===== src/rtl/onstate_rr_sched.sv =====
// rtl/onstate_rr_sched.sv - round-robin owner scheduler for a shared on-state engine
module onstate_rr_sched #(
    parameter int NREQ   = 4,
    parameter int TO_CYC = 16
) (
    input  logic            clk,
    input  logic            rst,
    input  logic [NREQ-1:0] req,
    input  logic            clr_err,
    input  logic            eng_f,
    output logic            eng_do,
    output logic [NREQ-1:0] grant,
    output logic            busy,
    output logic            done,
    output logic            err
);

    localparam int              OW        = (NREQ > 1) ? $clog2(NREQ) : 1;
    localparam logic [7:0]      TO_LAST   = 8'(TO_CYC - 1);
    localparam logic [OW-1:0]   LAST_INIT = OW'(NREQ - 1);

    typedef enum logic [1:0] {S_IDLE, S_ARM, S_OWN, S_DRAIN} state_t;

    state_t          state_q, state_d;
    logic [7:0]      cnt_q, cnt_d;
    logic [OW-1:0]   owner_q, owner_d;
    logic [OW-1:0]   last_owner_q, last_owner_d;
    logic            abort_q, abort_d;
    logic [NREQ-1:0] grant_q, grant_d;
    logic            eng_do_q, eng_do_d;
    logic            busy_q, busy_d;
    logic            done_q, done_d;
    logic            err_q, err_d;
    logic [OW-1:0]   winner;
    logic            win_found;
    logic            timeout_evt;
    logic            done_evt;
    logic            owner_req;

    assign owner_req = req[owner_q];
    assign grant     = grant_q;
    assign eng_do    = eng_do_q;
    assign busy      = busy_q;
    assign done      = done_q;
    assign err       = err_q;

    // Round-robin search starting one past the previous owner
    always_comb begin
        int            idx;
        logic [OW-1:0] cand;
        idx       = 0;
        cand      = '0;
        winner    = last_owner_q;
        win_found = 1'b0;
        for (int i = 1; i <= NREQ; i++) begin
            idx  = (int'(last_owner_q) + i) % NREQ;
            cand = OW'(idx);
            if (!win_found && req[cand]) begin
                winner    = cand;
                win_found = 1'b1;
            end
        end
    end

    // State register; reset drops the engine command and grant immediately
    always_ff @(posedge clk or posedge rst) begin
        if (rst) begin
            state_q      <= S_IDLE;
            cnt_q        <= '0;
            owner_q      <= '0;
            last_owner_q <= LAST_INIT;
            abort_q      <= 1'b0;
            grant_q      <= '0;
            eng_do_q     <= 1'b0;
            busy_q       <= 1'b0;
            done_q       <= 1'b0;
            err_q        <= 1'b0;
        end else begin
            state_q      <= state_d;
            cnt_q        <= cnt_d;
            owner_q      <= owner_d;
            last_owner_q <= last_owner_d;
            abort_q      <= abort_d;
            grant_q      <= grant_d;
            eng_do_q     <= eng_do_d;
            busy_q       <= busy_d;
            done_q       <= done_d;
            err_q        <= err_d;
        end
    end

    // Next state; eng_f is tested before the timeout so it wins a tie
    always_comb begin
        state_d      = state_q;
        cnt_d        = cnt_q;
        owner_d      = owner_q;
        last_owner_d = last_owner_q;
        abort_d      = abort_q;
        timeout_evt  = 1'b0;
        done_evt     = 1'b0;
        case (state_q)
            S_IDLE: begin
                if (win_found) begin
                    state_d = S_ARM;
                    owner_d = winner;
                    cnt_d   = '0;
                end
            end
            S_ARM: begin
                if (eng_f) begin
                    state_d = S_OWN;
                    cnt_d   = '0;
                end else if (!owner_req) begin
                    state_d = S_DRAIN;
                    cnt_d   = '0;
                    abort_d = 1'b1;
                end else if (cnt_q == TO_LAST) begin
                    state_d     = S_DRAIN;
                    cnt_d       = '0;
                    abort_d     = 1'b1;
                    timeout_evt = 1'b1;
                end else begin
                    cnt_d = cnt_q + 8'd1;
                end
            end
            S_OWN: begin
                if (!owner_req) begin
                    state_d = S_DRAIN;
                    cnt_d   = '0;
                    abort_d = 1'b0;
                end
            end
            S_DRAIN: begin
                if (!eng_f) begin
                    state_d      = S_IDLE;
                    cnt_d        = '0;
                    last_owner_d = owner_q;
                    done_evt     = !abort_q;
                end else if (cnt_q == TO_LAST) begin
                    state_d      = S_IDLE;
                    cnt_d        = '0;
                    last_owner_d = owner_q;
                    timeout_evt  = 1'b1;
                end else begin
                    cnt_d = cnt_q + 8'd1;
                end
            end
            default: state_d = S_IDLE;
        endcase
    end

    // Registered outputs derived from the state being entered
    always_comb begin
        grant_d  = '0;
        eng_do_d = 1'b0;
        if (state_d == S_ARM || state_d == S_OWN) begin
            grant_d[owner_d] = 1'b1;
            eng_do_d         = 1'b1;
        end
        busy_d = (state_d != S_IDLE);
        done_d = done_evt;
        err_d  = (err_q & ~clr_err) | timeout_evt;
    end

endmodule


===== config.mk =====
export PLATFORM = sky130hd
export DESIGN_NAME = onstate_rr_sched
export DESIGN_NICKNAME = d
export VERILOG_FILES = /design/src/rtl/onstate_rr_sched.sv
export SDC_FILE = /design/constraint.sdc
export NUM_CORES = 1
export LEC_CHECK = 0
export ABC_CLOCK_PERIOD_IN_PS = 4650
export BUFFER_PORTS_ARGS = -buffer_cell sky130_fd_sc_hd__buf_4
export CORE_ASPECT_RATIO = 0.9
export CORE_UTILIZATION = 50
export CTS_CLUSTER_SIZE = 16
export DETAILED_ROUTE_END_ITERATION = 8
export GPL_TIMING_DRIVEN = 0
export PLACE_DENSITY = 0.67
export SKIP_LAST_GASP = 1
export SYNTH_ARGS = -nofsm -noshare
export SYNTH_HDL_FRONTEND = slang
export SYNTH_SLANG_ARGS = --single-unit

===== constraint.sdc =====
create_clock -name clk -period 4.65 [get_ports clk]
set_input_delay 0.2325 -clock clk [delete_from_list [all_inputs] [get_ports clk]]
set_output_delay 0.2325 -clock clk [all_outputs]
set_load 0.02 [all_outputs]

; ---- Word level (Yosys, flattened, before mapping)
; Index checks and enable logic that the tools add are counted.
[classes]
addsub = 5
n_lt_le_gt_ge = 7
n_eq_ne = 11
mux = 53
bitwise = 3
n_reduce_logical = 15
[ops]
columns = cell, n
row1 = $mux 8, 6
row2 = $pmux 8 s4, 1
row3 = $mux 2, 15
row4 = $mux 1, 21
row5 = $lt 2x3->1 const B, 6
row6 = $bmux 1 s2, 5
row7 = $add 8x1->8 const B, 1
row8 = $eq 8x4->1 const B, 1
row9 = $pmux 2 s4, 1
row10 = $eq 2x2->1 const B, 3
row11 = $ne 2x2->1 const B, 3
row12 = $add 2x1->2 const B, 2
row13 = $add 2x2->2 const B, 2
row14 = $eq 2x1->1 const B, 2
row15 = $logic_and 1x1->1, 4
row16 = $logic_not 1->1, 4
row17 = $mux 4, 1
row18 = $pmux 1 s2, 2
row19 = $reduce_and 2->1, 2
row20 = $reduce_and 4->1, 1
row21 = $reduce_bool 2->1, 2
row22 = $ne 3x3->1 const B, 1
row23 = $demux 1 s2, 1
row24 = $ge 2x1->1 const B, 1
row25 = 6 further kinds, 6
[totals]
ff_bits = 23
output_inout_bits = 8
word_cells = 104

; ---- Depth between registers and ports, before layout
[depth]
word_depth = 20
depth_mapped = 8
ltp_nobuf = 8

; ---- Worst setup path before layout
; No wires, ideal clock.
[synth_path]
path_kind = register -> register
startpoint = reg owner_q[0]
endpoint = reg grant_q[0], in the netlist grant[0]
setup_time_ns = 0.128
t_arrival_ns = 1.796
required_ns = 4.522
slack_ns = 2.726
path_stages_with_launch = 8
path_buffers = 0
period_less_slack_ns = 1.924
cell_sequence = dfrtp_1 > mux4_2 > o21ai_0 > o32a_1 > o31ai_1 > ha_1 > inv_1 > nor3_1
[synth_between]
elab_chain_cells = 8
elab_cells_between_ends = 17
[synth_rtl]
columns = element, line
row1 = "start, declared", 26  ; logic [OW-1:0] owner_q, owner_d;
row2 = "start signal, assigned", 81  ; owner_q <= owner_d;
row3 = $bmux 1 s2, 40  ; assign owner_req = req[owner_q];
row4 = $mux 1 (not written as such), 40
row5 = $mux 2, 113  ; end else if (!owner_req) begin
row6 = $mux 2, 110  ; if (eng_f) begin
row7 = $pmux 2 s4, 101  ; case (state_q)
row8 = $eq 2x1->1 or $eq 2x2->1 (tied branches), 156  ; if (state_d == S_ARM || state_d == S_OWN) begin
row9 = $logic_or 1x1->1, 156
row10 = $mux 4 (*), 156
row11 = net grant_d[0], 29  ; logic [NREQ-1:0] grant_q, grant_d;
row12 = "end signal, assigned", 84  ; grant_q <= grant_d;
row13 = "end, declared", 29
; Mark *: on every way through the listed nets, which the timed path passes. The rest lies on a longest branch. The select of a mux whose other input is x is not followed.
; A chain may end at the register's enable or synchronous reset.

; ---- Final worst setup path
[layout_path]
startpoint = reg state_q[1]
endpoint = reg grant_q[0], in the netlist grant[0]
[layout_between]
elab_chain_cells = 7
elab_cells_between_ends = 22
[layout_rtl]
columns = element, line
row1 = "start, declared", 24  ; state_t state_q, state_d;
row2 = "start signal, assigned", 79  ; state_q <= state_d;
row3 = $logic_not 2->1 or $mux 2 (tied branches), "101, 117"
row4 = "$mux 2, on equally long branches", "101, 113"
row5 = "$lt 2x3->1 (not written as such), or another cell as far along", 157  ; grant_d[owner_d] = 1'b1;
row6 = $logic_and 1x1->1 (not written as such) or $pmux 2 s4 (tied branches), "157, 101"
row7 = "$mux 1 (not written as such), or another cell as far along", 157
row8 = $demux 1 s2 or $logic_or 1x1->1 (tied branches), "157, 156"
row9 = $mux 4 (*), 156
row10 = net grant_d[0], 29
; Mark *: on every way through the listed nets, which the timed path passes. The rest lies on a longest branch.

==> reports/results.tsv <==
metric	value	unit
outcome	finished, final reports clean	
synth_nets	141	
seq_power_share	37.1	%
seq_area_frac_synth	43.71	%
worst_setup_hold_path_clk_slew	0.13	ns
syn-instance-count	126	
sw_frac_of_total	40.87	%
yosysWarningCount	0	
core-area	2489	µm²
design.die.area	2855	µm²
route.detailed.drc	0	
ir_drop	326.0	µV
holdWs	0.07190	ns
antenna_diode_count	0	
net-switching-power	0.3353	mW
port_buffers	15	
gp_congestion	0.8112	
first_drt_pass_iteration_count	4	
worst-path-max-fanout	6	
synthTopCellsByCount	dfrtp_1 (21), nand2_1 (13), o21ai_0 (8)	
drive_gt1_share	25.52	%
worst-r2r-setup-slack	2.48	ns
detail_route.wirelength	2611	µm
path_class	reg -> reg	
final-hold-violation-count	0	
num_cts_buffers	3	
synth_seq_cells	23	
timing.final.crit_share	46.72	%
met2WireLength	1234	µm
boundaryPins	16	
synth_largest_type_area_fraction	39.74	%
max_cap_violations	0	
finalPower	0.8205	mW
gr-usage-all-layers	20.89	%
hold_class	in -> async	
synth-main-ff-cell	dfrtp_1	
htree_levels	1	
layout.nets	161	
asyncSetResetFlopFracSynth	100.0	%
routedLengthMet1	1252	µm
number_of_enable_type_register_cells_in_the_synthesized_netlist	0	
layoutNonFillerInstCount	173	
finalSetupViolCount	0	
cts_hold_buffers	0	
grt_first_pass_wirelength	4540	µm
worst_setup_path_end_kind	flop	
final.setup_skew	0.001457	ns
die-width	56.21	µm
power.clock.fraction	11.9	%
report.final.slew_viol_count	0	
unrepaired_setup_endpoints_after_global_routing	false	
dr_wl_met3	107	µm
route.vias.total	1034	
cts_root_buf	clkbuf_4	
r2r-start	state_q[1]	
ant_nets	0	
cp.required	4.86	ns
gr-total-overflow	0	
power.share.combinational	51.1	%
fin_setup_tns	0	ns
tritoncts	yes	
power.density_cell_area	547.8	nW/µm²
areaGrowthSynthToFinish	13.25	%
dp_hpwl	1889	µm
post_synth.cell_area_avg	10.50	µm²
post_synth_num_cell_types	47	
startpoint_type	flop	
max_slew_margin	43.14	%
crit_arrival	2.38	ns
cts.repair.resized	0	
crit_reg_reg_endpoint	grant[0]	
dp_cells	169	
tightestPinTransition	0.8520	ns
number_of_setup_buffers_added_after_cts	0	
syn-cell-area	1323	µm²
synth_area_leader_cell	dfrtp_1	
clock_path_buffers	2	
grt_max_degree	24	
cellLeakagePower	0.6878	nW
p_int	0.4852	mW
fillCellCount	212	
placementRows	17	
final.min_clock_period	2.173	ns
synth.most_common_cell	dfrtp_1	
ff2ff_path_depth	8	
drt_iter0_drc	28	
viasPerCell	5.977	
worstSkewPairLatency	0.32	ns
grt_pass1_vias	993	
floorplan.die.height	50.79	µm
fmax	0.4603	GHz
cts.sinks	23	
post-route-util	60.18	%
topRoutingLayerUsed	met4	
start_util	53.14	%
yosys-top-cells-area	dfrtp_1 (40%), ha_1 (6.6%), dfstp_2 (4.0%)	
wire_per_inst	15.09	µm
number_of_antenna_violations_at_the_first_check_in_global_routing	0	
[cell type report]
| cell class | instances | area (µm²) | area share (%) |
|---|---|---|---|
| Clock inverter | 1 | 5.005 | 0.3342 |
| Clock buffer | 3 | 22.52 | 1.504 |
| Buffer | 1 | 7.507 | 0.5013 |
| Multi-Input combinational cell | 95 | 710.7 | 47.45 |
| Timing Repair Buffer | 15 | 112.6 | 7.519 |
| Inverter | 7 | 26.28 | 1.754 |
| Tap cell | 28 | 35.03 | 2.339 |
| Sequential cell | 23 | 578.1 | 38.60 |
[cell usage in the layout (no fill, tap or decap), drive strengths merged, types with 2 or more instances in the layout]
cell	Yosys	final
a211o	2	2
and3	2	2
and4b	2	2
inv	7	7
nor2	4	4
o21ai	8	8
o22ai	3	3
mux2	3	3
nor3b	4	4
o22a	2	2
nor3	5	5
a21oi	3	3
a21boi	2	2
buf	1	16
a22o	5	5
nand2b	4	4
dfstp	2	2
clkbuf	0	3
or4	2	2
dfrtp	21	21
nand3	2	2
nor2b	2	2
nor4	3	3
nand2	13	13
ha	7	7
[layer usage]
metal | global-route usage (%) | vias up
met5 | 0 | -
met4 | 7.317 | 0
met3 | 5.928 | 2
met2 | 32.54 | 21
met1 | 28.03 | 497
li1 | - | 514
[worst max path at each step]
stage,startpoint,cells past startpoint,to
after floorplan,owner_q[0],7,grant[0]
after global placement,owner_q[0],7,grant[0]
after detailed placement,owner_q[0],7,grant[2]
after CTS,owner_q[0],7,grant[2]
after global routing,owner_q[0],7,grant[1]
final,state_q[1],8,grant[0]
[per-stage QoR]
stage	instance area (µm²)	worst slack, ns
after CTS	1498	2.484
after floorplan	1323	2.726
after detailed placement	1470	2.522
after global routing	1498	2.319
final	1498	2.477
after global placement	1470	2.526
[power groups by stage]
| stage | registers [mW] | logic [mW] | clock network [mW] |
|---|---|---|---|
| after floorplan | 0.321 | 0.294 | 0 |
| after global placement | 0.307 | 0.407 | 0 |
| after detailed placement | 0.309 | 0.416 | 0 |
| after CTS | 0.304 | 0.419 | 0.102 |
| after global routing | 0.313 | 0.467 | 0.109 |
| final | 0.304 | 0.419 | 0.0973 |
[critical path, stage by stage (launching register included)]
cell	delay, ns
dfrtp_1	0.48
inv_1	0.12
ha_1	0.26
and2b_2	0.23
a211o_1	0.28
o22ai_1	0.22
ha_1	0.30
inv_1	0.11
nor3_1	0.06
[sequential cells by signal (all words and copies together), names as in the netlist]
signal        cells
state_q           2
err               1
last_owner_q      2
busy              1
eng_do            1
grant             4
cnt_q             8
owner_q           2
done              1
abort_q           1
[kinds of logic after synthesis]
group,Yosys count,share of synthesized area (%)
AO/OA/AOI/OAI,36,22.05
multiplexers,4,4.257
buffers and inverters,8,2.555
adder cells (fa/ha/maj),7,6.622
AND/OR/NAND/NOR,48,20.81
flip-flops,23,43.71
(Power assumes the default switching activity.)
